`src/rtl/spi_slave_apb_bridge_pkg.sv`:
```
// Shared definitions for the SPI-slave to APB bridge: command codes, field
// lengths, status bit positions, FSM encodings and the request payload.
package spi_slave_apb_bridge_pkg;

  localparam logic [7:0] CMD_WRITE = 8'h02;
  localparam logic [7:0] CMD_READ  = 8'h03;
  localparam logic [7:0] CMD_STAT  = 8'h05;

  localparam int unsigned CMD_BITS   = 8;
  localparam int unsigned ADDR_BITS  = 32;
  localparam int unsigned DUMMY_BITS = 8;
  localparam int unsigned DATA_BITS  = 32;
  localparam int unsigned STAT_BITS  = 8;
  localparam int unsigned CNT_W      = 6;

  localparam int unsigned STATUS_W   = 3;
  localparam int unsigned ST_SLVERR  = 0;
  localparam int unsigned ST_LATE    = 1;
  localparam int unsigned ST_OVERRUN = 2;

  typedef enum logic [2:0] {
    IDLE,
    CMD,
    ADDR,
    WDATA,
    DUMMY,
    RDATA,
    STAT,
    IGNORE
  } spi_state_e;

  typedef enum logic [1:0] {
    A_IDLE,
    A_SETUP,
    A_ACCESS
  } apb_state_e;

  // One APB request as handed from the SPI side to the APB master.
  typedef struct packed {
    logic        write;
    logic [31:0] addr;
    logic [31:0] wdata;
    logic [3:0]  strb;
  } apb_req_t;

  // True when the counter sits on the last bit of a field of length len.
  function automatic logic last_bit(input logic [CNT_W-1:0] cnt, input int unsigned len);
    return cnt == CNT_W'(len - 1);
  endfunction

endpackage

```
`src/rtl/spi_slave_apb_bridge_apb.sv`:
```
// Generic single-outstanding APB master. A request pulse in A_IDLE starts a
// SETUP/ACCESS transfer; requests arriving while busy are dropped and flagged.
// Ports:
//   req_valid_i/req_i   request pulse and payload
//   rd_done_o           one-cycle pulse after a read completes (rdata_o valid)
//   err_o               one-cycle pulse when a transfer completed with pslverr
//   drop_o              one-cycle pulse when a request was refused (busy)
//   paddr..pslverr      APB master pins
module apb_master_fsm
  import spi_slave_apb_bridge_pkg::*;
#(
  parameter int unsigned P_ADDR_W = 32,
  parameter int unsigned P_DATA_W = 32
) (
  input  logic                pclk,
  input  logic                presetn,
  input  logic                req_valid_i,
  input  apb_req_t            req_i,
  output logic                rd_done_o,
  output logic [P_DATA_W-1:0] rdata_o,
  output logic                err_o,
  output logic                drop_o,
  output logic [P_ADDR_W-1:0] paddr_o,
  output logic                psel_o,
  output logic                penable_o,
  output logic                pwrite_o,
  output logic [P_DATA_W-1:0] pwdata_o,
  output logic [3:0]          pwstrb_o,
  input  logic                pready_i,
  input  logic [P_DATA_W-1:0] prdata_i,
  input  logic                pslverr_i
);

  apb_state_e          state_q, state_d;
  logic [P_ADDR_W-1:0] paddr_q, paddr_d;
  logic                psel_q, psel_d;
  logic                penable_q, penable_d;
  logic                pwrite_q, pwrite_d;
  logic [P_DATA_W-1:0] pwdata_q, pwdata_d;
  logic [3:0]          pwstrb_q, pwstrb_d;
  logic [P_DATA_W-1:0] rdata_q, rdata_d;
  logic                rd_done_q, rd_done_d;
  logic                err_q, err_d;
  logic                drop_q, drop_d;

  // State and registered APB outputs.
  always_ff @(posedge pclk or negedge presetn) begin
    if (!presetn) begin
      state_q   <= A_IDLE;
      paddr_q   <= '0;
      psel_q    <= 1'b0;
      penable_q <= 1'b0;
      pwrite_q  <= 1'b0;
      pwdata_q  <= '0;
      pwstrb_q  <= '0;
      rdata_q   <= '0;
      rd_done_q <= 1'b0;
      err_q     <= 1'b0;
      drop_q    <= 1'b0;
    end else begin
      state_q   <= state_d;
      paddr_q   <= paddr_d;
      psel_q    <= psel_d;
      penable_q <= penable_d;
      pwrite_q  <= pwrite_d;
      pwdata_q  <= pwdata_d;
      pwstrb_q  <= pwstrb_d;
      rdata_q   <= rdata_d;
      rd_done_q <= rd_done_d;
      err_q     <= err_d;
      drop_q    <= drop_d;
    end
  end

  // Next-state and output logic.
  always_comb begin
    state_d   = state_q;
    paddr_d   = paddr_q;
    psel_d    = psel_q;
    penable_d = penable_q;
    pwrite_d  = pwrite_q;
    pwdata_d  = pwdata_q;
    pwstrb_d  = pwstrb_q;
    rdata_d   = rdata_q;
    rd_done_d = 1'b0;
    err_d     = 1'b0;
    drop_d    = 1'b0;

    if (req_valid_i && (state_q != A_IDLE)) begin
      drop_d = 1'b1;
    end

    unique case (state_q)
      A_IDLE: begin
        if (req_valid_i) begin
          state_d  = A_SETUP;
          psel_d   = 1'b1;
          paddr_d  = P_ADDR_W'(req_i.addr);
          pwrite_d = req_i.write;
          pwdata_d = P_DATA_W'(req_i.wdata);
          pwstrb_d = req_i.strb;
        end
      end
      A_SETUP: begin
        state_d   = A_ACCESS;
        penable_d = 1'b1;
      end
      A_ACCESS: begin
        if (pready_i) begin
          state_d   = A_IDLE;
          psel_d    = 1'b0;
          penable_d = 1'b0;
          err_d     = pslverr_i;
          if (!pwrite_q) begin
            rdata_d   = prdata_i;
            rd_done_d = 1'b1;
          end
        end
      end
      default: state_d = A_IDLE;
    endcase
  end

  assign paddr_o   = paddr_q;
  assign psel_o    = psel_q;
  assign penable_o = penable_q;
  assign pwrite_o  = pwrite_q;
  assign pwdata_o  = pwdata_q;
  assign pwstrb_o  = pwstrb_q;
  assign rdata_o   = rdata_q;
  assign rd_done_o = rd_done_q;
  assign err_o     = err_q;
  assign drop_o    = drop_q;

endmodule

```
`src/rtl/spi_slave_apb_bridge.sv`:
```
// SPI mode-0 responder that converts host byte commands into APB transfers.
// All logic runs on pclk; SCK/CS/MOSI are synchronized and edge-detected.
// Ports:
//   pclk, presetn                 APB clock, async active-low reset
//   spi_clk/spi_cs_n/spi_mosi     SPI pins from the host (oversampled)
//   spi_miso/spi_miso_oe          response data and its output enable
//   paddr..pslverr                APB master interface
//   status                        sticky {overrun, late, slverr}
module spi_slave_apb_bridge
  import spi_slave_apb_bridge_pkg::*;
#(
  parameter int unsigned P_ADDR_W    = 32,
  parameter int unsigned P_DATA_W    = 32,
  parameter int unsigned SYNC_STAGES = 2
) (
  input  logic                pclk,
  input  logic                presetn,
  input  logic                spi_clk,
  input  logic                spi_cs_n,
  input  logic                spi_mosi,
  output logic                spi_miso,
  output logic                spi_miso_oe,
  output logic [P_ADDR_W-1:0] paddr,
  output logic                psel,
  output logic                penable,
  output logic                pwrite,
  output logic [P_DATA_W-1:0] pwdata,
  output logic [3:0]          pwstrb,
  input  logic                pready,
  input  logic [P_DATA_W-1:0] prdata,
  input  logic                pslverr,
  output logic [2:0]          status
);

  // Pin synchronizers plus one history flop for edge detection.
  logic [SYNC_STAGES-1:0] sck_sync_q, cs_sync_q, mosi_sync_q;
  logic                   sck_prev_q, cs_prev_q;

  always_ff @(posedge pclk or negedge presetn) begin
    if (!presetn) begin
      sck_sync_q  <= '0;
      cs_sync_q   <= '1;
      mosi_sync_q <= '0;
      sck_prev_q  <= 1'b0;
      cs_prev_q   <= 1'b1;
    end else begin
      sck_sync_q  <= {sck_sync_q[SYNC_STAGES-2:0], spi_clk};
      cs_sync_q   <= {cs_sync_q[SYNC_STAGES-2:0], spi_cs_n};
      mosi_sync_q <= {mosi_sync_q[SYNC_STAGES-2:0], spi_mosi};
      sck_prev_q  <= sck_sync_q[SYNC_STAGES-1];
      cs_prev_q   <= cs_sync_q[SYNC_STAGES-1];
    end
  end

  logic sck_s, cs_s, mosi_s;
  logic sck_rise_c, sck_fall_c, cs_rise_c, cs_fall_c;

  assign sck_s      = sck_sync_q[SYNC_STAGES-1];
  assign cs_s       = cs_sync_q[SYNC_STAGES-1];
  assign mosi_s     = mosi_sync_q[SYNC_STAGES-1];
  assign sck_rise_c = sck_s & ~sck_prev_q;
  assign sck_fall_c = ~sck_s & sck_prev_q;
  assign cs_rise_c  = cs_s & ~cs_prev_q;
  assign cs_fall_c  = ~cs_s & cs_prev_q;

  // APB side.
  apb_req_t                req_q, req_d;
  logic                    req_valid_q, req_valid_d;
  logic                    apb_rd_done, apb_err, apb_drop;
  logic [P_DATA_W-1:0]     apb_rdata;

  apb_master_fsm #(
    .P_ADDR_W (P_ADDR_W),
    .P_DATA_W (P_DATA_W)
  ) u_apb (
    .pclk        (pclk),
    .presetn     (presetn),
    .req_valid_i (req_valid_q),
    .req_i       (req_q),
    .rd_done_o   (apb_rd_done),
    .rdata_o     (apb_rdata),
    .err_o       (apb_err),
    .drop_o      (apb_drop),
    .paddr_o     (paddr),
    .psel_o      (psel),
    .penable_o   (penable),
    .pwrite_o    (pwrite),
    .pwdata_o    (pwdata),
    .pwstrb_o    (pwstrb),
    .pready_i    (pready),
    .prdata_i    (prdata),
    .pslverr_i   (pslverr)
  );

  // SPI protocol FSM registers.
  spi_state_e             state_q, state_d;
  logic [CNT_W-1:0]       cnt_q, cnt_d;
  logic [30:0]            shin_q, shin_d;
  logic [31:0]            addr_q, addr_d;
  logic                   rd_cmd_q, rd_cmd_d;
  logic [31:0]            shout_q, shout_d;
  logic                   miso_q, miso_d;
  logic                   oe_q, oe_d;
  logic                   late_q, late_d;
  logic                   stat_clr_q, stat_clr_d;
  logic                   rd_valid_q;
  logic [STATUS_W-1:0]    status_q, status_d;
  logic [31:0]            bit_in_c;

  // Shift register contents including the bit arriving on this rise.
  assign bit_in_c = {shin_q, mosi_s};

  always_ff @(posedge pclk or negedge presetn) begin
    if (!presetn) begin
      state_q     <= IDLE;
      cnt_q       <= '0;
      shin_q      <= '0;
      addr_q      <= '0;
      rd_cmd_q    <= 1'b0;
      shout_q     <= '0;
      miso_q      <= 1'b0;
      oe_q        <= 1'b0;
      late_q      <= 1'b0;
      stat_clr_q  <= 1'b0;
      req_valid_q <= 1'b0;
      req_q       <= '0;
      status_q    <= '0;
    end else begin
      state_q     <= state_d;
      cnt_q       <= cnt_d;
      shin_q      <= shin_d;
      addr_q      <= addr_d;
      rd_cmd_q    <= rd_cmd_d;
      shout_q     <= shout_d;
      miso_q      <= miso_d;
      oe_q        <= oe_d;
      late_q      <= late_d;
      stat_clr_q  <= stat_clr_d;
      req_valid_q <= req_valid_d;
      req_q       <= req_d;
      status_q    <= status_d;
    end
  end

  // Read data is valid only once the read issued by this frame has completed.
  always_ff @(posedge pclk or negedge presetn) begin
    if (!presetn) begin
      rd_valid_q <= 1'b0;
    end else if (req_valid_q && !req_q.write) begin
      rd_valid_q <= 1'b0;
    end else if (apb_rd_done) begin
      rd_valid_q <= 1'b1;
    end
  end

  // SPI next-state logic: cs edges dominate, then SCK rise/fall handling.
  always_comb begin
    state_d     = state_q;
    cnt_d       = cnt_q;
    shin_d      = shin_q;
    addr_d      = addr_q;
    rd_cmd_d    = rd_cmd_q;
    shout_d     = shout_q;
    miso_d      = miso_q;
    oe_d        = oe_q;
    late_d      = 1'b0;
    stat_clr_d  = 1'b0;
    req_valid_d = 1'b0;
    req_d       = req_q;

    if (cs_rise_c) begin
      state_d = IDLE;
      oe_d    = 1'b0;
      miso_d  = 1'b0;
      cnt_d   = '0;
    end else if (cs_fall_c) begin
      state_d = CMD;
      oe_d    = 1'b1;
      miso_d  = 1'b0;
      cnt_d   = '0;
    end else if (sck_rise_c) begin
      cnt_d = cnt_q + CNT_W'(1);
      unique case (state_q)
        CMD: begin
          shin_d = bit_in_c[30:0];
          if (last_bit(cnt_q, CMD_BITS)) begin
            cnt_d = '0;
            unique case (bit_in_c[7:0])
              CMD_WRITE: begin state_d = ADDR; rd_cmd_d = 1'b0; end
              CMD_READ:  begin state_d = ADDR; rd_cmd_d = 1'b1; end
              CMD_STAT:  state_d = STAT;
              default:   state_d = IGNORE;
            endcase
          end
        end
        ADDR: begin
          shin_d = bit_in_c[30:0];
          if (last_bit(cnt_q, ADDR_BITS)) begin
            cnt_d  = '0;
            addr_d = bit_in_c;
            if (rd_cmd_q) begin
              req_valid_d = 1'b1;
              req_d.write = 1'b0;
              req_d.addr  = bit_in_c;
              req_d.wdata = '0;
              req_d.strb  = 4'h0;
              state_d     = DUMMY;
            end else begin
              state_d = WDATA;
            end
          end
        end
        WDATA: begin
          shin_d = bit_in_c[30:0];
          if (last_bit(cnt_q, DATA_BITS)) begin
            req_valid_d = 1'b1;
            req_d.write = 1'b1;
            req_d.addr  = addr_q;
            req_d.wdata = bit_in_c;
            req_d.strb  = 4'hF;
            state_d     = IGNORE;
          end
        end
        DUMMY: begin
          // Hold at the full count until the following fall loads read data.
          if (cnt_q == CNT_W'(DUMMY_BITS)) cnt_d = cnt_q;
        end
        RDATA: begin
          if (last_bit(cnt_q, DATA_BITS)) state_d = IGNORE;
        end
        STAT: begin
          if (last_bit(cnt_q, STAT_BITS)) begin
            stat_clr_d = 1'b1;
            state_d    = IGNORE;
          end
        end
        default: cnt_d = cnt_q;
      endcase
    end else if (sck_fall_c) begin
      unique case (state_q)
        DUMMY: begin
          if (cnt_q == CNT_W'(DUMMY_BITS)) begin
            if (rd_valid_q) begin
              shout_d = 32'(apb_rdata);
            end else begin
              shout_d = '0;
              late_d  = 1'b1;
            end
            miso_d  = shout_d[31];
            cnt_d   = '0;
            state_d = RDATA;
          end
        end
        RDATA: begin
          miso_d  = shout_q[30];
          shout_d = {shout_q[30:0], 1'b0};
        end
        STAT: begin
          // First fall after the command byte loads the snapshot.
          if (cnt_q == '0) begin
            shout_d = {5'b0, status_q, 24'b0};
            miso_d  = 1'b0;
          end else begin
            miso_d  = shout_q[30];
            shout_d = {shout_q[30:0], 1'b0};
          end
        end
        IGNORE:  miso_d = 1'b0;
        default: miso_d = miso_q;
      endcase
    end
  end

  // Sticky status: a clear and a new flag in the same cycle keep the flag.
  always_comb begin
    status_d = stat_clr_q ? '0 : status_q;
    if (apb_err)  status_d[ST_SLVERR]  = 1'b1;
    if (late_q)   status_d[ST_LATE]    = 1'b1;
    if (apb_drop) status_d[ST_OVERRUN] = 1'b1;
  end

  assign spi_miso    = miso_q;
  assign spi_miso_oe = oe_q;
  assign status      = status_q;

endmodule

```
`config.mk`:
```
export PLATFORM = sky130hd
export DESIGN_NAME = spi_slave_apb_bridge
export DESIGN_NICKNAME = d
export VERILOG_FILES = /design/src/rtl/spi_slave_apb_bridge_pkg.sv /design/src/rtl/spi_slave_apb_bridge_apb.sv /design/src/rtl/spi_slave_apb_bridge.sv
export SDC_FILE = /design/constraint.sdc
export NUM_CORES = 1
export LEC_CHECK = 0
export ABC_AREA = 1
export CORE_ASPECT_RATIO = 0.5
export CORE_MARGIN = 5
export CORE_UTILIZATION = 40
export CTS_CLUSTER_SIZE = 14
export DETAILED_ROUTE_END_ITERATION = 7
export HOLD_SLACK_MARGIN = 0.08
export SYNTH_ARGS = -nofsm -noshare
export SYNTH_HDL_FRONTEND = slang
export SYNTH_SLANG_ARGS = --single-unit
```
`constraint.sdc`:
```
create_clock -name pclk -period 3 [get_ports pclk]
set_clock_uncertainty 0.15 [all_clocks]
set_input_delay 0.45 -clock pclk [delete_from_list [all_inputs] [get_ports pclk]]
set_output_delay 0.45 -clock pclk [all_outputs]
set_load 0.1 [all_outputs]
```
==> key figures <==
Power
  – Leakage power: 0.00697 uW
  – Int Power: 6750 uW
  – Pwr Density: 663 nW/um2
  – Sw Pwr: 2560 uW
  – Seq pwr share: 0.480
  – Gate power share: 0.139
  – Clock share of power: 0.381
  – Worst vdd ir: 514 uV
  – Power Total: 9310 uW
  – Switching Share: 0.275

Detailed routing
  – Routed WL per cell: 14.2 um
  – Final ANT Viol Nets: 0
  – DRC viols: 0
  – Detailed Route Iter0 Violations: 597
  – Post-DR vias/cell: 4.80
  – WL final: 25900 um
  – Total iterations of the first detailed-routing run: 5
  – Via count: 8777

Cells and area
  – Area Growth Syn to Fin: 19.0%
  – Share of cells above drive strength 1: 0.119
  – Nets: 1465
  – ANT cells: 0
  – Fill count: 2715

STA
  – Final period demand of the worst path: 2.40 ns
  – Tcrit/Tclk final: 0.800
  – Fmax: 0.417 GHz
  – Slew Limit Fails: 0
  – Final number of setup-violating endpoints: 0
  – Final hold violation count: 0
  – RSZ-0062 raised after global routing: no
  – Max_slew headroom: 0.552
  – Worst slew pin tran: 0.672 ns
  – Setup TNS: 0 ns

Setup path
  – Startpoint type of the worst setup path: register
  – Cell mode on critical path: inv_2
  – Critical Path RT: 3.27 ns
  – CP bufs+invs: 5
  – Kind of critical path: reg2reg
  – Reg2reg path depth: 11
  – Critical path's slowest cell: dfstp_2
  – Crit path max fanout: 18
  – Crit. path cell count: 11
  – Delay-heaviest family, CP: buffers and inverters
  – CP peak stage delay: 0.54 ns
  – Crit-path cells: inv_1 -> ha_1 -> inv_2 -> nand2_4 -> nor2_8 -> inv_2 -> nor2_2 -> o21ai_4 -> inv_2 -> buf_12 -> o22ai_1
  – Worst Setup End Kind: register
  – WP data arrival: 2.67 ns

Global route
  – Largest net degree at the start of global routing: 81
  – First-pass GRT wire length: 44700 um
  – Final global-route overflow total: 0
  – Initial antenna violation count: 0
  – Total GRT Usage: 0.158
  – Vias in the first global route: 8863

Yosys
  – Synth Flop Type: dfrtp_1
  – Cell variety after synth: 30
  – Fraction of registers with async set/reset: 1.00
  – Synth cell count leaders: nand2_1, dfrtp_1, inv_1
  – Register area share after synthesis: 0.615
  – Mapped Area: 11800 um2
  – Area leader, netlist: dfrtp_1
  – Number of flops mapped to enable cells by yosys: 0
  – Syn Inst Count: 1328
  – Avg Inst Size Synth: 8.89 um2
  – Synth top area share: 0.609
  – Syn_nets: 1373
  – Area contributors post-synth: dfrtp_1, nand2_1, o21ai_1
  – Synthesized flop and latch total: 290
  – Synthesis Warnings: 0
  – Most common cell in the synthesized netlist: nand2_1

Floorplan
  – Initial Util: 0.407
  – Full die area: 33200 um2
  – Area of the core: 29000 um2
  – Chip height: 131 um
  – I/O pin count: 115
  – Rows: 44
  – DIE WIDTH: 253 um

Clock network
  – H-tree levels: 1
  – Root Driver: clkbuf_16
  – Worst skew pair latency: 0.55 ns
  – Setup Fix Bufs, Post-CTS: 0
  – CTS tree: built
  – Sink Count: 290
  – CTS Buffer Depth: 3
  – CTS clk-pin slew, worst paths: 0.06 ns
  – CTS Buf Count: 27

Placed design
  – I/O Buffers: 114
  – Post-DP HPWL: 16900 um
  – GPL Wtd Cong: 0.893

Hold path
  – Min-Delay Path Class: in2reg
  – Hold Path Depth: 1

Run
  – Max Cap Viol: 0

Run status
  – Outcome: complete, no violations
-- worst reg2reg max path, delay by kind of cell (launching register included) --
kind            cells  cell delay (ns)
simple gates        3             0.40
fa+ha+maj           1             0.22
compound gates      2             0.18
flops               1             0.54
buf+inv             5             0.77
-- area by class of cell --
class	count	area, um2	share of cell area
well taps	391	489	0.0348
clock inverters	9	138	0.00980
flip-flops and latches	290	7260	0.517
clock buffers	37	783	0.0558
repair buffers	134	1170	0.0834
multi-input cells	859	3790	0.270
inverters	108	405	0.0289
-- layout by cell type, fill, tap and decap left out, drive strengths merged --
cell type / synthesis / final
nand3: 21 / 21
nand4: 3 / 3
buf: 41 / 96
nand2: 487 / 487
o21ai: 172 / 172
o21bai: 3 / 3
dfstp: 3 / 3
o21a: 1 / 1
dlygate4sd3: 0 / 1
dfrtp: 287 / 287
bufinv: 0 / 3
inv: 108 / 109
clkdlybuf4s50: 0 / 37
a21oi: 60 / 60
clkinvlp: 0 / 1
ha: 6 / 6
xor2: 1 / 1
clkinv: 0 / 4
nor3: 2 / 2
nor4: 1 / 1
nor2: 70 / 70
o22ai: 32 / 32
clkbuf: 30 / 37
-- repair_timing --
action | in CTS | in global routing
endpoints found under the setup margin | 0 | 0
hold buffers | 1 | 0
resized for setup | 0 | 0
hold endpoints to repair | 75 | 0
-- layer usage --
metal	share of wire	track usage	vias to the layer above
met5	0	0	-
met4	0.018	0.0342	0
met3	0.037	0.0286	41
met2	0.47	0.258	124
met1	0.48	0.224	4205
li1	-	-	4407
-- stage by stage --
stage / hold WS, ns / std cells / util / area [um2] / setup WS (ns)
2_1_floorplan: 0.00441 / 1328 / - / 11800 / 0.980
3_3_place_gp: 0.185 / 1781 / 0.452 / 13100 / 0.671
3_5_place_dp: 0.188 / 1781 / 0.452 / 13100 / 0.610
6_report: 0.163 / 1828 / 0.484 / 14000 / 0.600
4_1_cts: 0.137 / 1828 / 0.484 / 14000 / 0.606
5_1_grt: 0.133 / 1828 / 0.484 / 14000 / 0.432
-- kinds of logic (layout without fill, tap and decap cells) --
family | count (synthesis) | after routing | share of synthesized area
AO/OA/AOI/OAI | 268 | 268 | 0.119
XOR/XNOR | 1 | 1 | 0.000742
adder cells (fa/ha/maj) | 6 | 6 | 0.00636
buffers and inverters | 179 | 288 | 0.0651
flip-flops | 290 | 290 | 0.615
AND/OR/NAND/NOR | 584 | 584 | 0.194
-- path summary, 6_finish.rpt --
check	slack [ns]	startpoint	endpoint
max	0.60	cs_sync_q[1]$_DFF_PN1_	req_q[16]$_DFFE_PN0P_
min	0.16	spi_cs_n	cs_sync_q[0]$_DFF_PN1_
max reg2reg	0.60	cs_sync_q[1]$_DFF_PN1_	req_q[16]$_DFFE_PN0P_
min reg2reg	0.20	sck_sync_q[0]$_DFF_PN0_	sck_sync_q[1]$_DFF_PN0_
max in group asynchronous	1.56	presetn	u_apb.paddr_o[28]$_DFFE_PN0P_
min in group asynchronous	0.31	presetn	u_apb.paddr_o[8]$_DFFE_PN0P_
-- state kept, by name, indices dropped and copies added (netlist names), 2 cells and up --
register	flops
req_q	65
addr_q	32
u_apb.paddr_o	32
u_apb.pwdata_o	32
u_apb.rdata_o	32
shin_q	31
shout_q	31
cnt_q	6
state_q	3
status	3
cs_sync_q	2
mosi_sync_q	2
sck_sync_q	2
u_apb.state_q	2
-- power groups by stage --
stage | logic (uW) | registers [uW] | clock network [uW]
after floorplan | 930 | 4500 | 0
after global placement | 1280 | 4520 | 0
after detailed placement | 1310 | 4530 | 0
after CTS | 1320 | 4470 | 3670
after global routing | 1510 | 4510 | 3850
final | 1290 | 4470 | 3550
Power figures use the tool's default switching activity.
